==> config.mk <==
export PLATFORM = sky130hd
export DESIGN_NAME = ahb_default_slave_gen
export DESIGN_NICKNAME = d
export VERILOG_FILES = /design/src/rtl/ahb_default_slave_pkg.sv /design/src/rtl/ahb_default_slave_gen_err_log.sv /design/src/rtl/ahb_default_slave_gen.sv
export SDC_FILE = /design/constraint.sdc
export NUM_CORES = 1
export LEC_CHECK = 0
export ABC_AREA = 1
export CORE_MARGIN = 2
export CORE_UTILIZATION = 40
export CTS_BUF_LIST = sky130_fd_sc_hd__clkbuf_4 sky130_fd_sc_hd__clkbuf_8
export DETAILED_ROUTE_END_ITERATION = 10
export PLACE_DENSITY = 0.79
export SYNTH_ARGS = -nofsm -noshare
export SYNTH_HDL_FRONTEND = slang
export SYNTH_SLANG_ARGS = --single-unit
==> constraint.sdc <==
create_clock -name hclk -period 3.11 [get_ports hclk]
set_input_delay 0.4665 -clock hclk [delete_from_list [all_inputs] [get_ports hclk]]
set_output_delay 0.4665 -clock hclk [all_outputs]
set_load 0.05 [all_outputs]
==> src/rtl/ahb_default_slave_pkg.sv <==
// Shared types and constants for the AHB-Lite default slave.
package ahb_default_slave_pkg;

  typedef enum logic [1:0] {
    HTRANS_IDLE   = 2'b00,
    HTRANS_BUSY   = 2'b01,
    HTRANS_NONSEQ = 2'b10,
    HTRANS_SEQ    = 2'b11
  } htrans_t;

  // Prefixed names keep the state literals distinct from the htrans literals.
  typedef enum logic [2:0] {
    ST_IDLE,
    ST_WAIT,
    ST_ERR1,
    ST_ERR2,
    ST_DONE
  } dslv_state_t;

  localparam logic HRESP_OKAY  = 1'b0;
  localparam logic HRESP_ERROR = 1'b1;

  // NONSEQ and SEQ are the only transfer types that need a real response.
  function automatic logic is_active(input logic [1:0] trans);
    return (trans == HTRANS_NONSEQ) || (trans == HTRANS_SEQ);
  endfunction

endpackage

==> src/rtl/ahb_default_slave_gen_err_log.sv <==
// Unmapped-access log: saturating counter plus first-fault address/direction.
module default_slave_err_log
  import ahb_default_slave_pkg::*;
#(
  parameter int ADDR_WIDTH = 32,
  parameter int CNT_WIDTH  = 8
) (
  input  logic                  clk,
  input  logic                  rst,
  input  logic                  accept,
  input  logic [ADDR_WIDTH-1:0] haddr,
  input  logic                  hwrite,
  input  logic                  err_clr,
  output logic [CNT_WIDTH-1:0]  err_cnt,
  output logic                  err_valid,
  output logic [ADDR_WIDTH-1:0] err_addr,
  output logic                  err_write
);

  localparam logic [CNT_WIDTH-1:0] CNT_MAX = {CNT_WIDTH{1'b1}};

  logic [CNT_WIDTH-1:0]  cnt_q;
  logic                  valid_q;
  logic [ADDR_WIDTH-1:0] addr_q;
  logic                  write_q;

  function automatic logic [CNT_WIDTH-1:0] sat_inc(input logic [CNT_WIDTH-1:0] v);
    return (v == CNT_MAX) ? v : v + 1'b1;
  endfunction

  // Clear wins over the old contents, but an accept in the same cycle is still logged.
  always_ff @(posedge clk) begin
    if (rst) begin
      cnt_q   <= '0;
      valid_q <= 1'b0;
      addr_q  <= '0;
      write_q <= 1'b0;
    end else if (err_clr) begin
      cnt_q   <= accept ? CNT_WIDTH'(1) : '0;
      valid_q <= accept;
      if (accept) begin
        addr_q  <= haddr;
        write_q <= hwrite;
      end
    end else if (accept) begin
      cnt_q <= sat_inc(cnt_q);
      if (!valid_q) begin
        valid_q <= 1'b1;
        addr_q  <= haddr;
        write_q <= hwrite;
      end
    end
  end

  assign err_cnt   = cnt_q;
  assign err_valid = valid_q;
  assign err_addr  = addr_q;
  assign err_write = write_q;

endmodule

==> src/rtl/ahb_default_slave_gen.sv <==
// AHB-Lite default slave: configurable wait states, then ERROR or zero-data OKAY.
module ahb_default_slave_gen
  import ahb_default_slave_pkg::*;
#(
  parameter int ADDR_WIDTH = 32,
  parameter int DATA_WIDTH = 32,
  parameter int ERR_WAIT   = 0,
  parameter int RESP_MODE  = 0,
  parameter int CNT_WIDTH  = 8
) (
  input  logic                  hclk,
  input  logic                  hreset,
  input  logic                  hsel,
  input  logic [1:0]            htrans,
  input  logic [ADDR_WIDTH-1:0] haddr,
  input  logic                  hwrite,
  input  logic                  hready,
  output logic                  hreadyout,
  output logic                  hresp,
  output logic [DATA_WIDTH-1:0] hrdata,
  input  logic                  err_clr,
  output logic [CNT_WIDTH-1:0]  err_cnt,
  output logic                  err_valid,
  output logic [ADDR_WIDTH-1:0] err_addr,
  output logic                  err_write
);

  localparam logic [3:0] WAIT_LOAD = (ERR_WAIT > 0) ? 4'(ERR_WAIT - 1) : 4'd0;
  localparam dslv_state_t RESP_ST  = (RESP_MODE == 0) ? ST_ERR1 : ST_DONE;
  localparam dslv_state_t START_ST = (ERR_WAIT > 0) ? ST_WAIT : RESP_ST;

  dslv_state_t state_q, state_d;
  logic [3:0]  wcnt_q, wcnt_d;
  logic        hreadyout_q;
  logic        hresp_q;
  logic        can_start;
  logic        accept;

  // A new address phase is only taken when the previous data phase is finishing.
  assign can_start = (state_q == ST_IDLE) || (state_q == ST_ERR2) || (state_q == ST_DONE);
  assign accept    = hsel & hready & is_active(htrans) & can_start;

  // Next-state and wait-counter logic.
  always_comb begin
    state_d = state_q;
    wcnt_d  = wcnt_q;
    case (state_q)
      ST_IDLE, ST_ERR2, ST_DONE: begin
        if (accept) begin
          state_d = START_ST;
          wcnt_d  = WAIT_LOAD;
        end else begin
          state_d = ST_IDLE;
        end
      end
      ST_WAIT: begin
        if (wcnt_q == 4'd0) state_d = RESP_ST;
        else                wcnt_d  = wcnt_q - 1'b1;
      end
      ST_ERR1: state_d = ST_ERR2;
      default: state_d = ST_IDLE;
    endcase
  end

  // FSM register; outputs are registered from the next state so no input reaches a port.
  always_ff @(posedge hclk) begin
    if (hreset) begin
      state_q     <= ST_IDLE;
      wcnt_q      <= 4'd0;
      hreadyout_q <= 1'b1;
      hresp_q     <= HRESP_OKAY;
    end else begin
      state_q     <= state_d;
      wcnt_q      <= wcnt_d;
      hreadyout_q <= (state_d != ST_WAIT) && (state_d != ST_ERR1);
      hresp_q     <= ((state_d == ST_ERR1) || (state_d == ST_ERR2)) ? HRESP_ERROR : HRESP_OKAY;
    end
  end

  assign hreadyout = hreadyout_q;
  assign hresp     = hresp_q;
  assign hrdata    = '0;

  default_slave_err_log #(
    .ADDR_WIDTH(ADDR_WIDTH),
    .CNT_WIDTH (CNT_WIDTH)
  ) u_err_log (
    .clk      (hclk),
    .rst      (hreset),
    .accept   (accept),
    .haddr    (haddr),
    .hwrite   (hwrite),
    .err_clr  (err_clr),
    .err_cnt  (err_cnt),
    .err_valid(err_valid),
    .err_addr (err_addr),
    .err_write(err_write)
  );

endmodule

==> flow_summary.toml, run 1 <==
[status]
status = "complete, no violations"

[synthesis]
ys_seq_area_share_pct = 42.7
ys_types = 25
yosysTopAreaCell = "dfxtp_1"
ys_ff_latch = 51
synth_edf_count = 0
async_flop_share_pct = 0
synth_flop_cell = "dfxtp_1"
synth_area_um2 = 2390
synth_top_area_share_pct = 42.7
synthCells = 314
synthTopCellsByArea = "dfxtp_1 (43%), buf_4 (11%), nand3_1 (10%), a21oi_1 (9.8%), nand2_1 (9.0%)"
ys_warn_count = 0
syn-mean-instance-area_um2 = 7.61

[cells_and_area]
design_area_um2 = 3200
layout_commonest_cell = "clkdlybuf4s50_1"
nets = 435
insertedDiodeCount = 0
syn2layout_area_growth_pct = 34.0
final_cell_count_no_fill = 468
final_cell_mix = "clkdlybuf4s50_1 (82), nand2_1 (57), dfxtp_1 (51)"
drive_above_1_share_pct = 5.09
fin_util_pct = 54.7

[placed_design]
placed_area_um2 = 3100
placed_cells_incl_taps = 460
place_congestion = 0.867
port_buffers = 82
dp_hpwl_mm = 3.69

[pwr]
cellPowerDensity_nw_per_um2 = 437
power.leakage_nw = 1.21
pwr-share-clk_pct = 30.0
comb_power_share_pct = 21.2
switching_share_pct = 30.4
pwr-share-seq_pct = 48.9
p_int_w = 0.000975
irDropWorstVdd_v = 0.000216
p_sw_w = 0.000425
power_w = 0.00140

[floorplanning]
rows = 28
num_io_pins = 116
die_h_um = 81.3
initial_utilization_pct = 40.8
dieArea_um2 = 6610
die_w_um = 81.3
core_area_um2 = 5850

[timing]
tns_ns = 0
setup_violations = 0
fin_crit_sh_pct = 65.8
fin_crit_ns = 2.05
slew_viol_final = 0
tightest_slew_ns = 0.524
skew_ns = 0.00292
hold_viol = 0
maxSlewHeadroom_pct = 65.0
max_freq_mhz = 488
rsz0062_at_grt = "no"

[setup_path]
crit_path_end_kind = "primary output"
cp_cell_sequence = "clkdlybuf4s50_1"
r2r_cells = 7
reg2reg_from = "state_q[1]$_SDFF_PP0_"
cp_slowest_stage_delay_ns = 0.84
crit_fanout = 7
r2r-end = "u_err_log.err_addr[24]$_SDFFE_PP0P_"
reg2reg_slack_ns = 1.49
crit_slowest_cell = "clkdlybuf4s50_1"
cp-start-kind = "flip-flop"
path_class = "flip-flop to primary output"
worstPathRequired_ns = 2.64
crit_family = "buffers and inverters"
crit_buf_inv = 1
arrival_ns = 1.58

[clock_network]
htreeDepth = 2
cts_made_buffers = 5
clk_pin_slew_worst_paths_ns = 0.09
clkLatencyLatePin_ns = 0.29
holdBufCountCts = 0
post_cts_buffers = 0
cts.sinks = 51
cts-resized-gates = 0
clock_path_buffers = 2
tritoncts = "done"
clockRootBuffer = "clkbuf_8"

[route]
initialDrtViolationCount = 125
route.detailed.drc = 0
num_vias = 2186
wirelength_mm = 5.31
wire_per_inst_um = 11.4
ant_nets = 0
avgViaCountPerCell = 4.67
dr.pass1.iters = 4

[grt]
grt_pass1_wl_mm = 8.34
track_usage_pct = 15.8
grt_antenna_before_repair = 0
gr-total-overflow = 0
grt_max_degree = 43
first_global_vias = 1936

[hold_path]
hold_depth = 2
hold_end = "u_err_log.err_addr[4]$_SDFFE_PP0P_"
hold_class = "flip-flop to flip-flop"
min_from = "u_err_log.err_addr[4]$_SDFFE_PP0P_"

[job]
drv_cap = 0
## power groups by stage
stage | registers [W] | clock network (W) | logic (W)
detailed placement | 0.000699 | 0 | 0.000296
CTS | 0.000684 | 0.000437 | 0.000297
global route | 0.000687 | 0.000460 | 0.000315
global placement | 0.000698 | 0 | 0.000294
finish | 0.000684 | 0.000420 | 0.000296
floorplan | 0.000755 | 0 | 0.000183
## synthesized netlist by cell type (2+ instances only)
cell type  count
a21oi_1       47
ha_1           3
inv_1         17
buf_6          6
nand3_1       49
dfxtp_1       51
buf_4         35
clkbuf_1       4
nand2_2        3
nor2_4         2
o21ai_0        2
nand2_1       57
nor2_1        23
nor3_1         4
## logic make-up after synthesis
logic type               Yosys count  share of synthesized area (%)
adder cells (fa/ha/maj)            3                           1.57
flip-flops                        51                           42.7
other                              1                          0.157
AO/OA/AOI/OAI                     52                           11.2
buffers and inverters             65                           17.6
AND/OR/NAND/NOR                  142                           26.8
## cell type report
cell class                 instances  area (µm²)
clock buffer                       8         104
fill                             530        2650
inverter                          19        71.3
multi-input combinational        230        1070
sequential                        51        1020
tap                               75        93.8
timing repair buffer              85         843
## per-layer routing
metal	global-route usage, %	wire [µm]	vias to the layer above	share of wire [%]
met5	0	0	-	0
met4	5.25	47	0	0.88
met3	4.22	358	5	6.7
met2	28.2	2620	69	49
met1	18.1	2280	996	43
li1	-	-	1116	-
## how the worst max path moves through the flow
stage	start	endpoint	cells after the start	slack, ns
floorplan	u_err_log.err_cnt[0]$_SDFFE_PP0P_	u_err_log.err_cnt[7]$_SDFFE_PP0P_	8	1.45
global placement	err_clr	u_err_log.err_addr[27]$_SDFFE_PP0P_	6	0.83
detailed placement	err_clr	u_err_log.err_addr[24]$_SDFFE_PP0P_	6	0.78
CTS	u_err_log.err_cnt[5]$_SDFFE_PP0P_	err_cnt[5]	1	1.05
global route	err_clr	u_err_log.err_addr[24]$_SDFFE_PP0P_	6	0.91
finish	u_err_log.err_cnt[5]$_SDFFE_PP0P_	err_cnt[5]	1	1.06
## registers in the layout, indices dropped and copies added (netlist names)
register and flops:
u_err_log.err_addr 32, wcnt_q 4, u_err_log.err_write 1, hreadyout 1
hresp 1, u_err_log.err_cnt 8, state_q 3, u_err_log.err_valid 1
## metrics by stage
step	setup slack [ns]	hold slack [ns]
2_1_floorplan	1.45	0.457
3_3_place_gp	0.825	0.447
3_5_place_dp	0.776	0.452
4_1_cts	1.05	0.467
5_1_grt	0.913	0.481
6_report	1.06	0.465
No activity file was read; power rests on OpenSTA's default activity.
==> run 2: changes to the inputs <==
==> constraint.sdc (replaced) <==
create_clock -name hclk -period 1.95 [get_ports hclk]
set_input_delay 0.2925 -clock hclk [delete_from_list [all_inputs] [get_ports hclk]]
set_output_delay 0.2925 -clock hclk [all_outputs]
set_load 0.05 [all_outputs]
==> flow_summary.toml, run 2 (same netlist as run 1, synthesis figures left out) <==
[setup_path]
arrival_ns = 1.57
crit_path_end_kind = "primary output"
crit_slowest_cell = "clkdlybuf4s50_1"
crit_family = "buffers and inverters"
crit_buf_inv = 1
cp_slowest_stage_delay_ns = 0.84
cp_cell_sequence = "clkdlybuf4s50_1"
path_class = "flip-flop to primary output"
crit_fanout = 5
worstPathRequired_ns = 1.66
cp-start-kind = "flip-flop"

[cells_and_area]
insertedDiodeCount = 0
layout_commonest_cell = "clkdlybuf4s50_1"
largest_register_ff_count = 32
final_cell_mix = "clkdlybuf4s50_1 (81), nand2_1 (57), dfxtp_1 (51)"
nets = 441
drive_above_1_share_pct = 6.52
syn2layout_area_growth_pct = 36.0
fillers = 545
fin_util_pct = 55.5

[pwr]
power.leakage_nw = 1.25
irDropWorstVdd_v = 0.000374
cellPowerDensity_nw_per_um2 = 693

[floorplanning]
core_area_um2 = 5850
dieArea_um2 = 6610
die_h_um = 81.3
initial_utilization_pct = 40.8
die_w_um = 81.3
rows = 28
num_io_pins = 116

[clock_network]
clock_path_buffers = 2
cts.sinks = 51
tritoncts = "done"
post_cts_buffers = 0
htreeDepth = 2
clockRootBuffer = "clkbuf_8"
holdBufCountCts = 0
clkLatencyLatePin_ns = 0.30
clk_pin_slew_worst_paths_ns = 0.09
cts-resized-gates = 0
cts_made_buffers = 5

[route]
avgViaCountPerCell = 4.70
dr.pass1.iters = 4
route.detailed.drc = 0
wirelength_mm = 5.43
initialDrtViolationCount = 113
num_vias = 2226
ant_nets = 0
wire_per_inst_um = 11.5

[timing]
fin_crit_sh_pct = 95.5
max_freq_mhz = 537
skew_ns = 0.00523
tightest_slew_ns = 0.525
setup_violations = 0
hold_viol = 0
fin_crit_ns = 1.86
slew_viol_final = 0
rsz0062_at_grt = "no"
tns_ns = 0
maxSlewHeadroom_pct = 64.9

[placed_design]
port_buffers = 82
dp_hpwl_mm = 3.94
place_congestion = 0.837

[hold_path]
hold_class = "flip-flop to flip-flop"

[grt]
grt_pass1_wl_mm = 8.84
grt_antenna_before_repair = 0
grt_max_degree = 34
first_global_vias = 1974
track_usage_pct = 17.0
gr-total-overflow = 0

[job]
drv_cap = 0

[status]
status = "complete, no violations"
## run 2: metal layers
layer  global-route usage (%)  vias up  share of wire (%)
met5                        0        -                  0
met3                     5.11       10                7.3
met1                     20.2     1002                 42
li1                         -     1132                  -
met4                     5.59        0                1.8
met2                     29.2       82                 49
## run 2: report_power, final
part           internal [W]  total (W)  leakage [nW]  switching (W)
clock network      0.000338   0.000679        0.0549       0.000341
registers           0.00107    0.00109         0.414      0.0000185
logic              0.000150   0.000481         0.785       0.000331
## run 2: worst min-delay path: stages (launching register included)
cell,delay [ns]
dfxtp_1,0.32
nand2_1,0.06
a21oi_1,0.05
## run 2: final timing paths
| kind | slack, ns | startpoint | endpoint | cells after the start |
|---|---|---|---|---|
| setup / recovery | 0.09 | u_err_log.err_cnt[7]$_SDFFE_PP0P_ | err_cnt[7] | 1 |
| hold reg to reg | 0.46 | u_err_log.err_addr[22]$_SDFFE_PP0P_ | u_err_log.err_addr[22]$_SDFFE_PP0P_ | 2 |
| hold / removal | 0.46 | u_err_log.err_addr[22]$_SDFFE_PP0P_ | u_err_log.err_addr[22]$_SDFFE_PP0P_ | 2 |
| setup reg to reg | 0.50 | u_err_log.err_cnt[0]$_SDFFE_PP0P_ | u_err_log.err_cnt[7]$_SDFFE_PP0P_ | 7 |
## run 2: per-stage QoR
step / hold slack [ns] / area, µm² / setup WS (ns) / std cells / power (W)
2_1_floorplan: 0.457 / 2510 / 0.291 / 346 / 0.00150
3_3_place_gp: 0.447 / 3140 / 0.183 / 466 / 0.00159
3_5_place_dp: 0.453 / 3140 / 0.155 / 466 / 0.00160
4_1_cts: 0.467 / 3250 / 0.0520 / 474 / 0.00227
5_1_grt: 0.483 / 3250 / 0.0138 / 474 / 0.00235
6_report: 0.463 / 3250 / 0.0876 / 474 / 0.00225
## run 2: layout make-up
cell class | instances | area (µm²) | share of cell area, %
repair buffers | 91 | 891 | 27.4
clock buffers | 8 | 104 | 3.20
multi-input cells | 230 | 1070 | 32.9
flip-flops and latches | 51 | 1020 | 31.4
well taps | 75 | 93.8 | 2.89
inverters | 19 | 71.3 | 2.19
==> run 3: changes to the inputs <==
--- a/config.mk
+++ b/config.mk
@@ -11,6 +11,7 @@
 export CTS_BUF_LIST = sky130_fd_sc_hd__clkbuf_4 sky130_fd_sc_hd__clkbuf_8
 export DETAILED_ROUTE_END_ITERATION = 10
 export PLACE_DENSITY = 0.79
+export SKIP_CTS_REPAIR_TIMING = 1
 export SYNTH_ARGS = -nofsm -noshare
 export SYNTH_HDL_FRONTEND = slang
 export SYNTH_SLANG_ARGS = --single-unit
==> results of run 3 <==
The final DEF is identical to that of run 2; final timing and power are the same.
